--- src/rtl/spi_tx_pkg.sv ---
// Shared definitions for the SPI transmit engine: FSM state encoding and a
// counter-width helper used to size counters and the FIFO occupancy port.
package spi_tx_pkg;

  typedef enum logic [1:0] {
    ST_IDLE  = 2'd0,
    ST_SETUP = 2'd1,
    ST_SHIFT = 2'd2,
    ST_HOLD  = 2'd3
  } state_t;

  // ceil(log2(n)), never less than 1 so single-value counters still get a bit
  function automatic int clog2(input int n);
    int r;
    for (r = 1; (1 << r) < n; r++) begin
    end
    return r;
  endfunction

endpackage

--- src/rtl/spi_tx_fifo.sv ---
// Small synchronous FIFO for queued SPI words; head entry is read combinationally.
module spi_tx_fifo
  import spi_tx_pkg::*;
#(
  parameter int WIDTH = 9,
  parameter int DEPTH = 4
) (
  input  logic                        clk,
  input  logic                        rst_n,
  input  logic                        push,
  input  logic [WIDTH-1:0]            push_data,
  input  logic                        pop,
  output logic [WIDTH-1:0]            head,
  output logic                        empty,
  output logic                        full,
  output logic [clog2(DEPTH+1)-1:0]   level
);

  localparam int AW = clog2(DEPTH);
  localparam int LW = clog2(DEPTH + 1);

  logic [WIDTH-1:0] mem [DEPTH];
  logic [AW-1:0]    wr_ptr;
  logic [AW-1:0]    rd_ptr;
  logic [LW-1:0]    count;
  logic             do_push;
  logic             do_pop;

  // full blocks pushes even when a pop happens in the same cycle
  assign full    = (count == LW'(DEPTH));
  assign empty   = (count == '0);
  assign do_push = push && !full;
  assign do_pop  = pop && !empty;

  always_ff @(posedge clk or negedge rst_n) begin
    if (!rst_n) begin
      wr_ptr <= '0;
      rd_ptr <= '0;
      count  <= '0;
    end else begin
      if (do_push) wr_ptr <= wr_ptr + 1'b1;
      if (do_pop)  rd_ptr <= rd_ptr + 1'b1;
      case ({do_push, do_pop})
        2'b10:   count <= count + 1'b1;
        2'b01:   count <= count - 1'b1;
        default: count <= count;
      endcase
    end
  end

  always_ff @(posedge clk) begin
    if (do_push) mem[wr_ptr] <= push_data;
  end

  assign head  = mem[rd_ptr];
  assign level = count;

endmodule

--- src/rtl/spi_tx_engine.sv ---
// SPI transmit engine: queues {dc,data} words and shifts them out in CS frames.
// Define SPI_TX_LSB_FIRST_EN to send bit 0 first (default: MSB first).
//
// state    | meaning
// ---------+----------------------------------------------------------
// ST_IDLE  | CS high, SCK idle; wait for a queued word
// ST_SETUP | CS low, first bit on MOSI, one half-period before first edge
// ST_SHIFT | leading/trailing half-periods per bit, back-to-back words
// ST_HOLD  | CS still low, SCK idle for one half-period, then release
module spi_tx_engine
  import spi_tx_pkg::*;
#(
  parameter int   WIDTH   = 8,
  parameter int   DEPTH   = 4,
  parameter int   CLK_DIV = 2,
  parameter logic CPOL    = 1'b1
) (
  input  logic                        i_CLK,
  input  logic                        i_RST_N,
  input  logic [WIDTH-1:0]            i_DATA,
  input  logic                        i_DC,
  input  logic                        i_VALID,
  output logic                        o_READY,
  output logic                        o_SCK,
  output logic                        o_MOSI,
  output logic                        o_CS,
  output logic                        o_DC,
  output logic                        o_DONE,
  output logic                        o_BUSY,
  output logic [clog2(DEPTH+1)-1:0]   o_LEVEL
);

  localparam int             DW       = clog2(CLK_DIV);
  localparam int             BW       = clog2(WIDTH);
  localparam logic [DW-1:0]  DIV_LOAD = DW'(CLK_DIV - 1);
  localparam logic [BW-1:0]  BIT_LOAD = BW'(WIDTH - 1);

  state_t           state;
  logic [DW-1:0]    div_cnt;
  logic [BW-1:0]    bit_cnt;
  logic [WIDTH-1:0] shreg;
  logic             leading;
  logic [WIDTH:0]   head;
  logic             empty;
  logic             full;
  logic             pop;
  logic             tick;
  logic             last_half;

`ifdef SPI_TX_LSB_FIRST_EN
  function automatic logic first_bit(input logic [WIDTH-1:0] d);
    return d[0];
  endfunction
  function automatic logic [WIDTH-1:0] advance(input logic [WIDTH-1:0] d);
    return d >> 1;
  endfunction
`else
  function automatic logic first_bit(input logic [WIDTH-1:0] d);
    return d[WIDTH-1];
  endfunction
  function automatic logic [WIDTH-1:0] advance(input logic [WIDTH-1:0] d);
    return d << 1;
  endfunction
`endif

  spi_tx_fifo #(
    .WIDTH (WIDTH + 1),
    .DEPTH (DEPTH)
  ) u_fifo (
    .clk       (i_CLK),
    .rst_n     (i_RST_N),
    .push      (i_VALID),
    .push_data ({i_DC, i_DATA}),
    .pop       (pop),
    .head      (head),
    .empty     (empty),
    .full      (full),
    .level     (o_LEVEL)
  );

  assign tick      = (div_cnt == '0);
  assign last_half = (state == ST_SHIFT) && tick && !leading && (bit_cnt == '0);
  assign o_READY   = !full;
  assign o_BUSY    = (state != ST_IDLE);

  always_comb begin
    pop = 1'b0;
    if (!empty && ((state == ST_IDLE) || last_half)) pop = 1'b1;
  end

  always_ff @(posedge i_CLK or negedge i_RST_N) begin
    if (!i_RST_N) begin
      state   <= ST_IDLE;
      div_cnt <= DIV_LOAD;
      bit_cnt <= BIT_LOAD;
      shreg   <= '0;
      leading <= 1'b0;
      o_SCK   <= CPOL;
      o_CS    <= 1'b1;
      o_MOSI  <= 1'b0;
      o_DC    <= 1'b0;
      o_DONE  <= 1'b0;
    end else begin
      o_DONE  <= 1'b0;
      div_cnt <= tick ? DIV_LOAD : div_cnt - 1'b1;
      case (state)
        ST_IDLE: begin
          o_CS  <= 1'b1;
          o_SCK <= CPOL;
          if (!empty) begin
            state   <= ST_SETUP;
            div_cnt <= DIV_LOAD;
            o_CS    <= 1'b0;
            shreg   <= head[WIDTH-1:0];
            o_MOSI  <= first_bit(head[WIDTH-1:0]);
            o_DC    <= head[WIDTH];
          end
        end
        ST_SETUP: begin
          if (tick) begin
            state   <= ST_SHIFT;
            o_SCK   <= ~CPOL;
            leading <= 1'b1;
            bit_cnt <= BIT_LOAD;
          end
        end
        ST_SHIFT: begin
          if (tick) begin
            if (leading) begin
              o_SCK   <= CPOL;
              leading <= 1'b0;
            end else if (bit_cnt != '0) begin
              bit_cnt <= bit_cnt - 1'b1;
              shreg   <= advance(shreg);
              o_MOSI  <= first_bit(advance(shreg));
              o_SCK   <= ~CPOL;
              leading <= 1'b1;
            end else begin
              o_DONE <= 1'b1;
              // chain the next queued word without releasing CS
              if (!empty) begin
                shreg   <= head[WIDTH-1:0];
                o_MOSI  <= first_bit(head[WIDTH-1:0]);
                o_DC    <= head[WIDTH];
                bit_cnt <= BIT_LOAD;
                o_SCK   <= ~CPOL;
                leading <= 1'b1;
              end else begin
                state <= ST_HOLD;
              end
            end
          end
        end
        ST_HOLD: begin
          if (tick) begin
            state <= ST_IDLE;
            o_CS  <= 1'b1;
          end
        end
        default: state <= ST_IDLE;
      endcase
    end
  end

endmodule

--- config.mk ---
export PLATFORM = sky130hd
export DESIGN_NAME = spi_tx_engine
export DESIGN_NICKNAME = d
export VERILOG_FILES = /design/src/rtl/spi_tx_pkg.sv /design/src/rtl/spi_tx_fifo.sv /design/src/rtl/spi_tx_engine.sv
export SDC_FILE = /design/constraint.sdc
export NUM_CORES = 1
export LEC_CHECK = 0
export ABC_AREA = 0
export CAP_MARGIN = 20
export CORE_MARGIN = 3
export CORE_UTILIZATION = 55
export CTS_CLUSTER_DIAMETER = 80
export DETAILED_ROUTE_END_ITERATION = 8
export PLACE_DENSITY = 0.79
export REMOVE_ABC_BUFFERS = 1
export SYNTH_ARGS = -nofsm -noshare
export SYNTH_HDL_FRONTEND = slang
export SYNTH_HIERARCHICAL = 1
export SYNTH_SLANG_ARGS = --single-unit
--- constraint.sdc ---
create_clock -name i_CLK -period 4.1 [get_ports i_CLK]
set_input_delay 1.025 -clock i_CLK [delete_from_list [all_inputs] [get_ports i_CLK]]
set_output_delay 1.025 -clock i_CLK [all_outputs]
set_load 0.005 [all_outputs]
# Word-level counts from Yosys, hierarchy flattened

Memories as Yosys holds them, arrays and structs flattened.
Cells that the tools add are included.

Add/sub/neg operators: 6
Shift operators: 0
Order comparisons: 0
Multipliers: 0
Bitwise logic cells: 1
Muxes and demuxes: 54
Div/mod/pow operators: 0
Equality and inequality tests: 15
Reductions and logical operators: 27

Operator list:

| operator                                                                | number |
|---|---|
| 8-bit 2-to-1 mux                                                        | 4 |
| 1-bit 2-to-1 mux                                                        | 29 |
| 8-bit case mux with 2 select lines                                      | 1 |
| 3-bit 2-to-1 mux                                                        | 5 |
| 2-bit 2-to-1 mux                                                        | 7 |
| 2-bit inequality test, second input constant                            | 7 |
| 3-bit case mux with 2 select lines                                      | 2 |
| 2-bit nonzero test                                                      | 5 |
| 1-bit case mux with 2 select lines                                      | 4 |
| 2-bit case mux with 4 select lines                                      | 1 |
| 4-bit AND reduction                                                     | 2 |
| 7-bit AND reduction                                                     | 1 |
| 2-bit equality test, second input constant                              | 3 |
| 1-bit logical AND                                                       | 6 |
| 3-bit logical NOT                                                       | 2 |
| 3-bit AND reduction                                                     | 2 |
| 3-bit nonzero test                                                      | 2 |
| 3-bit by 1-bit subtractor with 3-bit output, second input constant      | 2 |
| 5-bit AND reduction                                                     | 1 |
| 2-bit by 1-bit adder with 2-bit output, second input constant           | 2 |
| 2-bit by 1-bit equality test with 1-bit output, second input constant   | 2 |
| 4-bit by 3-bit inequality test with 1-bit output, second input constant | 1 |
| 3-bit by 1-bit adder with 3-bit output, second input constant           | 1 |
| 3-bit equality test, second input constant                              | 1 |
| other kinds (8)                                                         | 10 |

Output and inout port bits: 10
Flip-flop bits (word level): 27
Bits in latches: 0
Memories kept: 1
Bits in read-only memories: 0
Bits in writable memories: 36

Memories:

| memory     | words | width | rd ports | clocked after memory_dff | write ports | RTL line          | text |
|---|---|---|---|---|---|---|---|
| u_fifo.mem | 4     | 9     | 1        | 0                        | 1           | spi_tx_fifo.sv:22 | `logic [WIDTH-1:0] mem [DEPTH];` |

# Logic depth before layout (Yosys ltp)

Gate-level depths: netlist of run 1.

Word-level depth: 10
Mapped depth: 13
Mapped depth without buffers: 13

# Modules after synthesis

The synthesis of run 1 kept the hierarchy.

Modules (own cells, without submodules):

| module        | cells each | area each (um^2) | times used |
|---|---|---|---|
| spi_tx_fifo   | 84         | 1739.2           | 1 |
| spi_tx_engine | 115        | 1166.1           | 1 |

# Worst setup path after synthesis of run 1

No wires, ideal clock.

Path type: reg2reg
Start: reg u_fifo.count[0], in the netlist u_fifo/level[0]
End: reg u_fifo.count[2], in the netlist u_fifo/level[2]
Clock period less this slack: 2313 ps
Cell stages (with the launch flop): 11
Setup slack: 1787 ps
Arrival time: 2187 ps
Data required time: 3974 ps
Cells stage by stage: dfrtp_1 -> nor3_1 -> clkbuf_1 -> nor2_1 -> o31a_2 -> ha_1 -> inv_1 -> fa_1 -> xor2_1 -> nor2_1 -> xor2_1

Longest elaborated chain between the ends: 7

RTL lines:

| element                                                                               | RTL line            | text |
|---|---|---|
| from (decl)                                                                           | spi_tx_fifo.sv:25   | `logic [LW-1:0] count;` |
| from (signal assigned)                                                                | spi_tx_fifo.sv:44   | `2'b10: count <= count + 1'b1;` |
| from (signal assigned)                                                                | spi_tx_fifo.sv:45   | `2'b01: count <= count - 1'b1;` |
| from (signal assigned)                                                                | spi_tx_fifo.sv:46   | `default: count <= count;` |
| 3-bit logical NOT (*)                                                                 | spi_tx_fifo.sv:31   | `assign empty = (count == '0);` |
| named net empty                                                                       | spi_tx_engine.sv:44 | `logic empty;` |
| 1-bit logical NOT (*)                                                                 | spi_tx_engine.sv:88 | `if (!empty && ((state == ST_IDLE) \|\| last_half)) pop = 1'b1;` |
| 1-bit logical AND (*)                                                                 | spi_tx_engine.sv:88 |  |
| 1-bit 2-to-1 mux (*)                                                                  | spi_tx_engine.sv:88 |  |
| named net pop                                                                         | spi_tx_engine.sv:46 | `logic pop;` |
| 1-bit logical AND (*)                                                                 | spi_tx_fifo.sv:33   | `assign do_pop = pop && !empty;` |
| named net u_fifo.do_pop                                                               | spi_tx_fifo.sv:27   | `logic do_pop;` |
| 2-bit by 1-bit equality test with 1-bit output or 2-bit equality test (tied branches) | spi_tx_fifo.sv:43   | `case ({do_push, do_pop})` |
| 3-bit case mux with 2 select lines or 2-bit nonzero test (tied branches)              | --                  |  |

Mark *: on every way through the listed nets, which the timed path passes. The rest lies on a longest branch.
A chain may end at the register's enable or synchronous reset.

# Final worst setup path of run 1

Start: reg state[0]
End: out o_BUSY

Longest elaborated chain between the ends: 1

RTL lines:

| element                | RTL line             | text |
|---|---|---|
| from (decl)            | spi_tx_engine.sv:38  | `state_t state;` |
| from (signal assigned) | spi_tx_engine.sv:93  | `state <= ST_IDLE;` |
| from (signal assigned) | spi_tx_engine.sv:111 | `state <= ST_SETUP;` |
| from (signal assigned) | spi_tx_engine.sv:121 | `state <= ST_SHIFT;` |
| 2-bit nonzero test     | spi_tx_engine.sv:84  | `assign o_BUSY = (state != ST_IDLE);` |
| to (decl)              | spi_tx_engine.sv:29  | `output logic o_BUSY,` |

No other way between the ends.

==> key figures, run 1 <==
Finish
  – Count of fill cells added during filler insertion: 353
  – Number of nets in the finished design: 253
  – Fraction of final layout cells with drive strength greater than 1: 0.199
  – Multi-input gate area in the final layout: 1060 µm²
  – Growth of design area from synthesis to finish: 15.8%
  – Final Non-Filler Cells: 298
  – Most used cells in the layout excluding fill and tap cells: edfxtp_1 (36), clkdlybuf4s50_1 (21), dfrtp_1 (20)
  – Most common library cell in the layout ignoring fill and taps: edfxtp_1
  – Ant. Diodes: 0
  – Register cell area after layout: roughly 1700 µm²

Pwr
  – Relative contribution of the clock network to total power: 0.180
  – Cell-internal power: roughly 1700 µW
  – Seq pwr share: 0.414
  – Net switching share of the total power: 0.355
  – Peak supply drop: 0.358 mV
  – Leakage power summed over all cells: approximately 0.0013 µW
  – Power density normalized to cell area: 762 nW/µm²
  – Net switching power: just over 900 µW
  – Part of the power in combinational logic: 0.406
  – Overall Power: roughly 2600 µW

STA
  – Setup slack of the critical path after layout: 1.29 ns
  – Final period demand of the worst path: ~2.8 ns
  – Setup TNS: 0 ns
  – Final clock period utilization by the worst path: 0.685
  – Final clock skew: 0.00788 ns
  – Worst max-slew margin expressed relative to the limit: 0.567
  – Worst hold slack across all endpoints: about 0.49 ns
  – Final Hold Vio Count: 0
  – Slew of the pin with the lowest slew margin: 0.645 ns
  – Number of setup violations in the final report: 0
  – Setup repair after global routing missed its margin: no
  – Final-report max-slew violation count: 0
  – Maximum operating frequency: 356 MHz

Logic synthesis
  – Number of instances in the synthesized netlist: 199
  – Main flop type after synthesis: edfxtp_1
  – Async set-reset flop share out of synthesis: 0.419
  – Number of warnings reported in the yosys synthesis log: 6
  – Syn Std Cell Area: 2910 µm²
  – Total of flip-flops plus latches after synthesis: 62
  – Post-synth EDFFs: 36
  – Count of different cell masters after synthesis: 43
  – Mean instance size in the synthesized netlist: 14.6 µm²
  – Share of the yosys chip area belonging to registers: 0.599

Critical path
  – Startpoint type of the worst setup path: register
  – Cell seen most often among critical-path stages: inv_1
  – Crit-path cells: inv_1, ha_1, inv_1, clkdlybuf4s50_1
  – Kind of critical path: register to output port
  – Signal arrival time at the worst endpoint: 1.78 ns
  – Buffer and inverter count on the worst path: 3
  – Worst-path fanout max: 6
  – Cell at the slowest stage of the critical path: clkdlybuf4s50_1
  – Delay-heaviest family, CP: buffers and inverters
  – Delay of the slowest cell on the worst path: 0.49 ns
  – Required @ worst endpoint: 3.07 ns
  – Crit end category: output port

Placement
  – Number of I/O port buffers: 21
  – Placer congestion estimate: 0.834
  – Worst slack, placed: 1.34 ns
  – HPWL after detailed placement: 3430 µm
  – Cell total after placement: 281

GRT
  – Initial antenna violation count: 0
  – Maximum number of pins on one net before global-route repair: 27
  – Global-route wire length before repair: 8180 µm
  – Vias in the first global route: 1651
  – Overall global routing resource usage: 0.179
  – Gr ovfl total: 0

Die
  – Horizontal die dimension: 78.7 µm
  – Height of the die: 78.7 µm
  – I/O pin cnt: 22
  – Die outline area: 6190 µm²
  – Area of the placeable core: 4910 µm²
  – Effective utilization at floorplan: 0.592
  – Rows: 25

Clock network
  – Root Buffer: clkbuf_8
  – CTS-repair resized insts: 0
  – Clk Latency, worst-skew pair: 0.34 ns
  – Buffer depth of the longest clock path: 2
  – TritonCTS Sinks: 62
  – Clock buffers created by TritonCTS: 9
  – Clock tree from TritonCTS: done
  – Post-CTS repair timing setup buffer count: 0
  – H-tree depth: 3
  – Clock edge transition at the registers on the reported setup and hold paths: 0.07 ns
  – Post-cts hold buffer count: 0

Worst hold path
  – Path type of the worst min-delay path: register to register

Drt
  – Routed wirelength normalized by instance count: around 16 µm
  – Final ANT Viol Nets: 0
  – Via density: 5.50
  – Via total after detailed routing: 1640
  – Number of optimization iterations in the first detailed-route pass: 4
  – Detailed Route Iter0 Violations: around 110
  – Final Routed Wirelength: 4760 µm
  – Detailed-route DRC error count: 0

Flow run
  – Max-Cap Viols: 0

Outcome
  – Outcome: completed
final timing paths:
path | endpoint | depth (start not counted) | startpoint | slack (ns)
setup / recovery | o_BUSY | 4 | state[0] | 1.29
setup reg to reg | u_fifo/level[2] | 11 | state[0] | 1.50
hold reg to reg | shreg[3] | 1 | shreg[3] | 0.49
max in group asynchronous | bit_cnt[2] | 2 | i_RST_N | 2.59
min in group asynchronous | shreg[3] | 1 | i_RST_N | 0.99
hold / removal | shreg[3] | 1 | shreg[3] | 0.49
synthesized netlist by cell type, drive strengths merged (5+ instances only):
| cell | instances | area [µm²] |
|---|---|---|
| a21oi | 5 | 25.0 |
| nor2b | 8 | 57.6 |
| nand2 | 5 | 18.8 |
| buf | 6 | 38.8 |
| edfxtp | 36 | 1080 |
| o2bb2ai | 7 | 61.3 |
| nor2 | 6 | 22.5 |
| ha | 14 | 175 |
| dfrtp | 20 | 500 |
| mux4 | 9 | 203 |
| dfstp | 6 | 158 |
| mux2i | 9 | 90.1 |
| o21ai | 10 | 50.1 |
| inv | 17 | 63.8 |
logic make-up (layout without fill, tap and decap cells):
group                    after synthesis  after routing  synth area share
flip-flops                            62             62             0.599
AND/OR/NAND/NOR                       37             37            0.0814
multiplexers                          22             22             0.118
XOR/XNOR                               6              6            0.0181
adder cells (fa/ha/maj)               15             15            0.0672
AO/OA/AOI/OAI                         33             33            0.0805
buffers and inverters                 24             56            0.0366
state kept, by name, indices dropped and copies added (netlist names):
signal         flops
o_DC               1
o_SCK              1
div_cnt            1
o_CS               1
o_DONE             1
u_fifo/wr_ptr      2
leading            1
u_fifo/rd_ptr      2
bit_cnt            3
u_fifo/mem        36
o_MOSI             1
shreg              7
u_fifo/level       3
state              2
final cells by class:
| type | count | area share |
|---|---|---|
| clock buffers | 9 | 0.0368 |
| clock inverters | 7 | 0.0149 |
| inverters | 17 | 0.0190 |
| multi-input cells | 113 | 0.315 |
| flip-flops and latches | 62 | 0.517 |
| well taps | 67 | 0.0249 |
| repair buffers | 23 | 0.0729 |
per-stage QoR:
stage               utilization  instance area [µm²]
global placement          0.644                 3160
global route              0.685                 3370
floorplan                     -                 2860
finish                    0.685                 3370
CTS                       0.680                 3340
detailed placement        0.644                 3160
power groups by stage:
stage | Sequential [µW] | Combinational, µW | Clock, µW
after floorplan | 1030 | 764 | 0
after global placement | 1060 | 993 | 0
after detailed placement | 1080 | 1040 | 0
after CTS | 1060 | 1050 | 479
after global routing | 1090 | 1160 | 508
final | 1060 | 1040 | 462
layer usage:
layer / part of all wire / GRT usage / vias to the layer above
li1: - / - / 778
met1: 0.43 / 0.218 / 809
met2: 0.49 / 0.284 / 44
met3: 0.058 / 0.0585 / 9
met4: 0.021 / 0.0944 / 0
met5: 0 / 0 / -
(Power assumes the default switching activity.)
==> inputs of run 2 (changes only) <==
==> constraint.sdc (replaced) <==
create_clock -name i_CLK -period 2.6 [get_ports i_CLK]
set_input_delay 0.65 -clock i_CLK [delete_from_list [all_inputs] [get_ports i_CLK]]
set_output_delay 0.65 -clock i_CLK [all_outputs]
set_load 0.005 [all_outputs]
==> run 2 against run 1 <==
  * Sequential power is 58% higher
  * Register-to-register slack got worse by 1.3 ns
  * Highest routed layer unchanged
  * Count of clock-buffer cells in the layout unchanged
  * Largest cell class unchanged
  * Critical path type unchanged
  * Worst hold slack hardly changed
  * Clock power increased by 50%
  * First-iteration DRC count is 43% lower
  * Cell area is 0.41% lower
==> key figures, run 2 (synthesis gave the netlist of run 1 again) <==
Worst hold path
  – Hold path start: o_SCK
  – Path type of the worst min-delay path: register to register

STA
  – Final clock skew: 0.00960 ns (+0.00171 ns)
  – Maximum operating frequency: 416 MHz
  – Setup TNS: 0 ns (unchanged)
  – Worst max-slew margin expressed relative to the limit: 0.581 (+0.0141)
  – Setup repair after global routing missed its margin: no
  – Final-report max-slew violation count: 0 (unchanged)
  – Slew of the pin with the lowest slew margin: 0.628 ns (-0.0161 ns)
  – Final clock period utilization by the worst path: 0.924
  – Final period demand of the worst path: about 2.4 ns
  – Final Hold Vio Count: 0 (unchanged)
  – Number of setup violations in the final report: 0 (unchanged)

Die
  – Rows: 25 (unchanged)
  – Die outline area: 6190 µm² (unchanged)
  – Horizontal die dimension: 78.7 µm (unchanged)
  – Height of the die: 78.7 µm (unchanged)
  – I/O pin cnt: 22 (unchanged)
  – Effective utilization at floorplan: 0.592 (unchanged)
  – Area of the placeable core: 4910 µm² (unchanged)

Clock network
  – CTS-repair resized insts: 0 (unchanged)
  – Root Buffer: clkbuf_8
  – Buffer depth of the longest clock path: 2 (unchanged)
  – Clock edge transition at the registers on the reported setup and hold paths: 0.07 ns (about the same)
  – H-tree depth: 3 (unchanged)
  – TritonCTS Sinks: 62 (unchanged)
  – Clk Latency, worst-skew pair: 0.33 ns (about the same)
  – Post-cts hold buffer count: 0 (unchanged)
  – Clock tree from TritonCTS: done
  – Clock buffers created by TritonCTS: 9 (unchanged)
  – Post-CTS repair timing setup buffer count: 0 (unchanged)

Drt
  – Final Routed Wirelength: 4700 µm (-1.1%)
  – Detailed-route DRC error count: 0 (unchanged)
  – Number of optimization iterations in the first detailed-route pass: 6 (+2)
  – Detailed Route Iter0 Violations: 64 (-43%)
  – Final ANT Viol Nets: 0 (unchanged)
  – Via density: 5.46 (-0.73%)
  – Routed wirelength normalized by instance count: 15.7 µm (-1.8%)
  – Via total after detailed routing: 1639 (-0.061%)

Critical path
  – Signal arrival time at the worst endpoint: 1.75 ns (-0.03 ns)
  – Required @ worst endpoint: 1.95 ns (-1.12 ns)
  – Worst-path fanout max: 6 (unchanged)
  – Startpoint type of the worst setup path: register
  – Beginning of the worst register-to-register path: bit_cnt[0]
  – Critical path launch point: state[0]
  – Crit end category: output port
  – Kind of critical path: register to output port

Placement
  – Cell area reported after detailed placement: 3190 µm² (+0.71%)
  – Number of I/O port buffers: 21 (unchanged)
  – Placer congestion estimate: 0.863 (+3.4%)
  – HPWL after detailed placement: 3440 µm (+0.39%)

GRT
  – Initial antenna violation count: 0 (unchanged)
  – Global-route wire length before repair: 8140 µm (-0.59%)
  – Gr ovfl total: 0 (unchanged)
  – Maximum number of pins on one net before global-route repair: 27 (unchanged)
  – Overall global routing resource usage: 0.176 (-0.00322)
  – Vias in the first global route: 1735 (+5.1%)

Finish
  – Growth of design area from synthesis to finish: 15.4%
  – Most used cells in the layout excluding fill and tap cells: edfxtp_1 (36), clkdlybuf4s50_1 (21), dfrtp_1 (20)
  – Post-layout instance area: 3350 µm² (-0.41%)
  – Fraction of final layout cells with drive strength greater than 1: 0.197 (-0.00171)
  – Ant. Diodes: 0 (unchanged)
  – Largest register FFs: 36 (unchanged)
  – Largest register by flop count: u_fifo/mem
  – Number of nets in the finished design: 255 (+0.79%)
  – Most common library cell in the layout ignoring fill and taps: edfxtp_1
  – Registers with the highest flip-flop counts: u_fifo/mem x36, shreg x7

Pwr
  – Power density normalized to cell area: 1200 nW/µm² (+58%)
  – Leakage power summed over all cells: 0.00135 µW (about the same)
  – Peak supply drop: 0.617 mV (+73%)

Outcome
  – Outcome: completed

Flow run
  – Max-Cap Viols: 0 (unchanged)
## run 2: changes by cell type in the layout (fill, tap and decap cells not counted), sizes merged
| cell | delta |
|---|---|
| clkinvlp | -1 |
| buf | +2 |
| inv | -1 |
| clkinv | +2 |
## run 2: cell type report
type / count / area [µm²]
Multi-Input combinational cell: 113 / 1060
Clock inverter: 7 / 41.3
Timing Repair Buffer: 25 / 240
Tap cell: 67 / 83.8
Inverter: 17 / 63.8
Clock buffer: 9 / 124
Sequential cell: 62 / 1740
Fill cell: 353 / 1560
## run 2: final timing paths
| path | cells after the start | endpoint | slack [ns] |
|---|---|---|---|
| min reg2reg | 2 | o_SCK | 0.49 |
| max reg2reg | 13 | u_fifo/level[2] | 0.24 |
| min in group asynchronous | 2 | shreg[6] | 0.68 |
| min | 2 | o_SCK | 0.49 |
| max | 4 | o_BUSY | 0.20 |
| max in group asynchronous | 2 | bit_cnt[0] | 1.63 |
## run 2: through the flow
step	utilization	instances	power (µW)	setup WS [ns]	hold WS, ns
3_5_place_dp	0.649	284	3360	0.214	0.480
4_1_cts	0.683	300	4070	0.196	0.494
3_3_place_gp	0.649	284	3250	0.294	0.471
2_1_floorplan	-	192	2830	0.0854	0.354
5_1_grt	0.683	300	4320	0.0319	0.517
6_report	0.683	300	4030	0.197	0.492
## run 2: report_power, final
| group | leakage (µW) | internal [µW] | switching (µW) | total (µW) |
|---|---|---|---|---|
| clock | 0.0000801 | 336 | 358 | 695 |
| sequential | 0.000633 | 1400 | 271 | 1670 |
| combinational | 0.000637 | 875 | 789 | 1660 |
| total | 0.00135 | 2610 | 1420 | 4030 |
## run 2: layer usage
metal | GRT usage | part of all wire | vias to the layer above
met3 | 0.0447 | 0.034 | 9
met1 | 0.211 | 0.44 | 816
li1 | - | - | 782
met5 | 0 | 0 | -
met2 | 0.291 | 0.51 | 32
met4 | 0.0944 | 0.019 | 0
## run 2: critical path, cell delays in order (launching register included)
cell	delay (ns)
dfrtp_1	0.45
inv_1	0.11
ha_1	0.29
inv_1	0.08
clkdlybuf4s50_1	0.49
==> inputs of run 3 (changes only) <==
--- a/config.mk
+++ b/config.mk
@@ -7,6 +7,7 @@
 export LEC_CHECK = 0
 export ABC_AREA = 0
 export CAP_MARGIN = 20
+export CORE_ASPECT_RATIO = 0.8
 export CORE_MARGIN = 3
 export CORE_UTILIZATION = 55
 export CTS_CLUSTER_DIAMETER = 80
==> run 3 against run 2 <==
  * First-iteration DRC count is 100% higher
  * Largest power group unchanged
  * Cell area is 1.7% higher
  * Fmax is 0.51% lower
  * Sequential power hardly changed
  * Count of clock-buffer cells in the layout stayed put
  * Clock skew is 0.0025 ns lower
  * Combinational power hardly changed
  * Register-to-register slack better by 0.03 ns
  * Flip-flop and latch count stayed put
  * Critical path depth stayed put
  * Worst setup slack worse by 0.012 ns
  * Routed wire length is 2.9% higher
==> key figures, run 3 (synthesis gave the netlist of run 1 again) <==
Critical path
  – Worst-path fanout max: 6 (unchanged)
  – Signal arrival time at the worst endpoint: 1.76 ns (about the same)
  – Startpoint type of the worst setup path: register
  – Kind of critical path: register to output port
  – Crit end category: output port
  – Required @ worst endpoint: 1.95 ns (about the same)

Placement
  – Number of I/O port buffers: 21 (unchanged)
  – HPWL after detailed placement: 3390 µm (-1.5%)
  – Cell area reported after detailed placement: 3190 µm² (about the same)
  – Placer congestion estimate: 0.805 (-6.8%)
  – Worst slack, placed: 0.229 ns (+0.0150 ns)

Drt
  – Number of optimization iterations in the first detailed-route pass: 4 (-2)
  – Final Routed Wirelength: 4840 µm (+2.9%)
  – Detailed Route Iter0 Violations: 131 (+100%)
  – Via density: 5.60 (+2.5%)
  – Via total after detailed routing: 1657 (+1.1%)
  – Final ANT Viol Nets: 0 (unchanged)
  – Routed wirelength normalized by instance count: 16.3 µm (+4.3%)
  – Detailed-route DRC error count: 0 (unchanged)

GRT
  – Maximum number of pins on one net before global-route repair: 27 (unchanged)
  – Global-route wire length before repair: 8420 µm (+3.6%)
  – Gr ovfl total: 0 (unchanged)
  – Overall global routing resource usage: 0.183 (+0.00679)
  – Vias in the first global route: 1693 (-2.4%)
  – Initial antenna violation count: 0 (unchanged)

Finish
  – Register cell area after layout: 1740 µm² (unchanged)
  – Number of nets in the finished design: 256 (+0.39%)
  – Fraction of final layout cells with drive strength greater than 1: 0.205 (+0.00770)
  – Registers with the highest flip-flop counts: u_fifo/mem x36, shreg x7
  – Share of the core filled with cells in the final layout: 0.673 (-0.00962)
  – Post-layout instance area: 3410 µm² (+1.7%)
  – Largest register FFs: 36 (unchanged)
  – Count of fill cells added during filler insertion: 385 (+9.1%)
  – Multi-input gate area in the final layout: 1060 µm² (unchanged)
  – Growth of design area from synthesis to finish: 17.3%
  – Most used cells in the layout excluding fill and tap cells: edfxtp_1 (36), clkdlybuf4s50_1 (21), dfrtp_1 (20)
  – Largest register by flop count: u_fifo/mem
  – Ant. Diodes: 0 (unchanged)
  – Most common library cell in the layout ignoring fill and taps: edfxtp_1

Pwr
  – Leakage power summed over all cells: 0.00138 µW (+2.1%)
  – Peak supply drop: 0.715 mV (+16%)
  – Power density normalized to cell area: 1250 nW/µm² (+4.1%)

Clock network
  – Buffer depth of the longest clock path: 2 (unchanged)
  – Clock buffers created by TritonCTS: 9 (unchanged)
  – Clock edge transition at the registers on the reported setup and hold paths: 0.07 ns (about the same)
  – Root Buffer: clkbuf_8
  – H-tree depth: 3 (unchanged)
  – Post-CTS repair timing setup buffer count: 0 (unchanged)
  – CTS-repair resized insts: 0 (unchanged)
  – Clock tree from TritonCTS: done
  – TritonCTS Sinks: 62 (unchanged)
  – Clk Latency, worst-skew pair: 0.34 ns (about the same)
  – Post-cts hold buffer count: 0 (unchanged)

STA
  – Final clock period utilization by the worst path: 0.929 (+0.00478)
  – Worst hold slack across all endpoints: 0.490 ns (-0.00194 ns)
  – Number of setup violations in the final report: 0 (unchanged)
  – Final clock skew: 0.00709 ns (-0.00251 ns)
  – Final Hold Vio Count: 0 (unchanged)
  – Worst max-slew margin expressed relative to the limit: 0.581 (about the same)
  – Setup slack of the critical path after layout: 0.185 ns (-0.0124 ns)
  – Final period demand of the worst path: 2.41 ns (+0.0124 ns)
  – Final-report max-slew violation count: 0 (unchanged)
  – Setup TNS: 0 ns (unchanged)
  – Setup repair after global routing missed its margin: no
  – Slew of the pin with the lowest slew margin: 0.629 ns (+0.000791 ns)
  – Maximum operating frequency: 414 MHz (-0.51%)

Flow run
  – Max-Cap Viols: 0 (unchanged)

Die
  – Effective utilization at floorplan: 0.574 (-0.0180)
  – Height of the die: 71.0 µm (-9.8%)
  – I/O pin cnt: 22 (unchanged)
  – Area of the placeable core: 5060 µm² (+3.1%)
  – Horizontal die dimension: 87.3 µm (+11%)
  – Die outline area: 6200 µm² (about the same)
  – Rows: 23 (-8.0%)

Outcome
  – Outcome: completed

Worst hold path
  – Path type of the worst min-delay path: register to register
-- run 3: changes by cell type in the layout (fill, tap and decap cells not counted), sizes merged --
cell,change
inv,+2
bufinv,+2
clkinv,-4
buf,+1
-- run 3: area by class of cell --
type,count,area share
Sequential cell,62,0.510
Multi-Input combinational cell,113,0.311
Timing Repair Buffer,26,0.0727
Clock buffer,9,0.0363
Clock inverter,7,0.0283
Tap cell,62,0.0228
Inverter,17,0.0187
-- run 3: report_power, final --
part           switching, µW  total, µW  internal (µW)  leakage, µW
registers                269       1670           1400     0.000633
clock network            384        926            542     0.000104
logic                    789       1670            880     0.000642
-- run 3: layer usage --
layer / wire length [µm] / GRT usage
met5: 0 / 0
met4: 72 / 0.0664
met3: 256 / 0.0768
met2: 2260 / 0.268
met1: 2250 / 0.246
-- run 3: worst paths after layout --
kind,start,to,slack [ns],depth (start not counted)
min in group asynchronous,i_RST_N,u_fifo/rd_ptr[1],0.69,2
hold / removal,bit_cnt[2],bit_cnt[2],0.49,2
max in group asynchronous,i_RST_N,bit_cnt[1],1.62,2
hold reg to reg,bit_cnt[2],bit_cnt[2],0.49,2
setup / recovery,state[0],o_BUSY,0.19,4
setup reg to reg,state[0],u_fifo/level[2],0.27,11
-- run 3: per-stage QoR --
| step | power [µW] | std cells |
|---|---|---|
| CTS | 4320 | 296 |
| finish | 4270 | 296 |
| floorplan | 2830 | 192 |
| global placement | 3310 | 280 |
| detailed placement | 3370 | 280 |
| global route | 4580 | 296 |
-- run 3: critical path, stage by stage, from the launching register on --
cell and delay (ns):
dfrtp_1 0.45, inv_1 0.11, ha_1 0.30, inv_1 0.08, clkdlybuf4s50_1 0.49
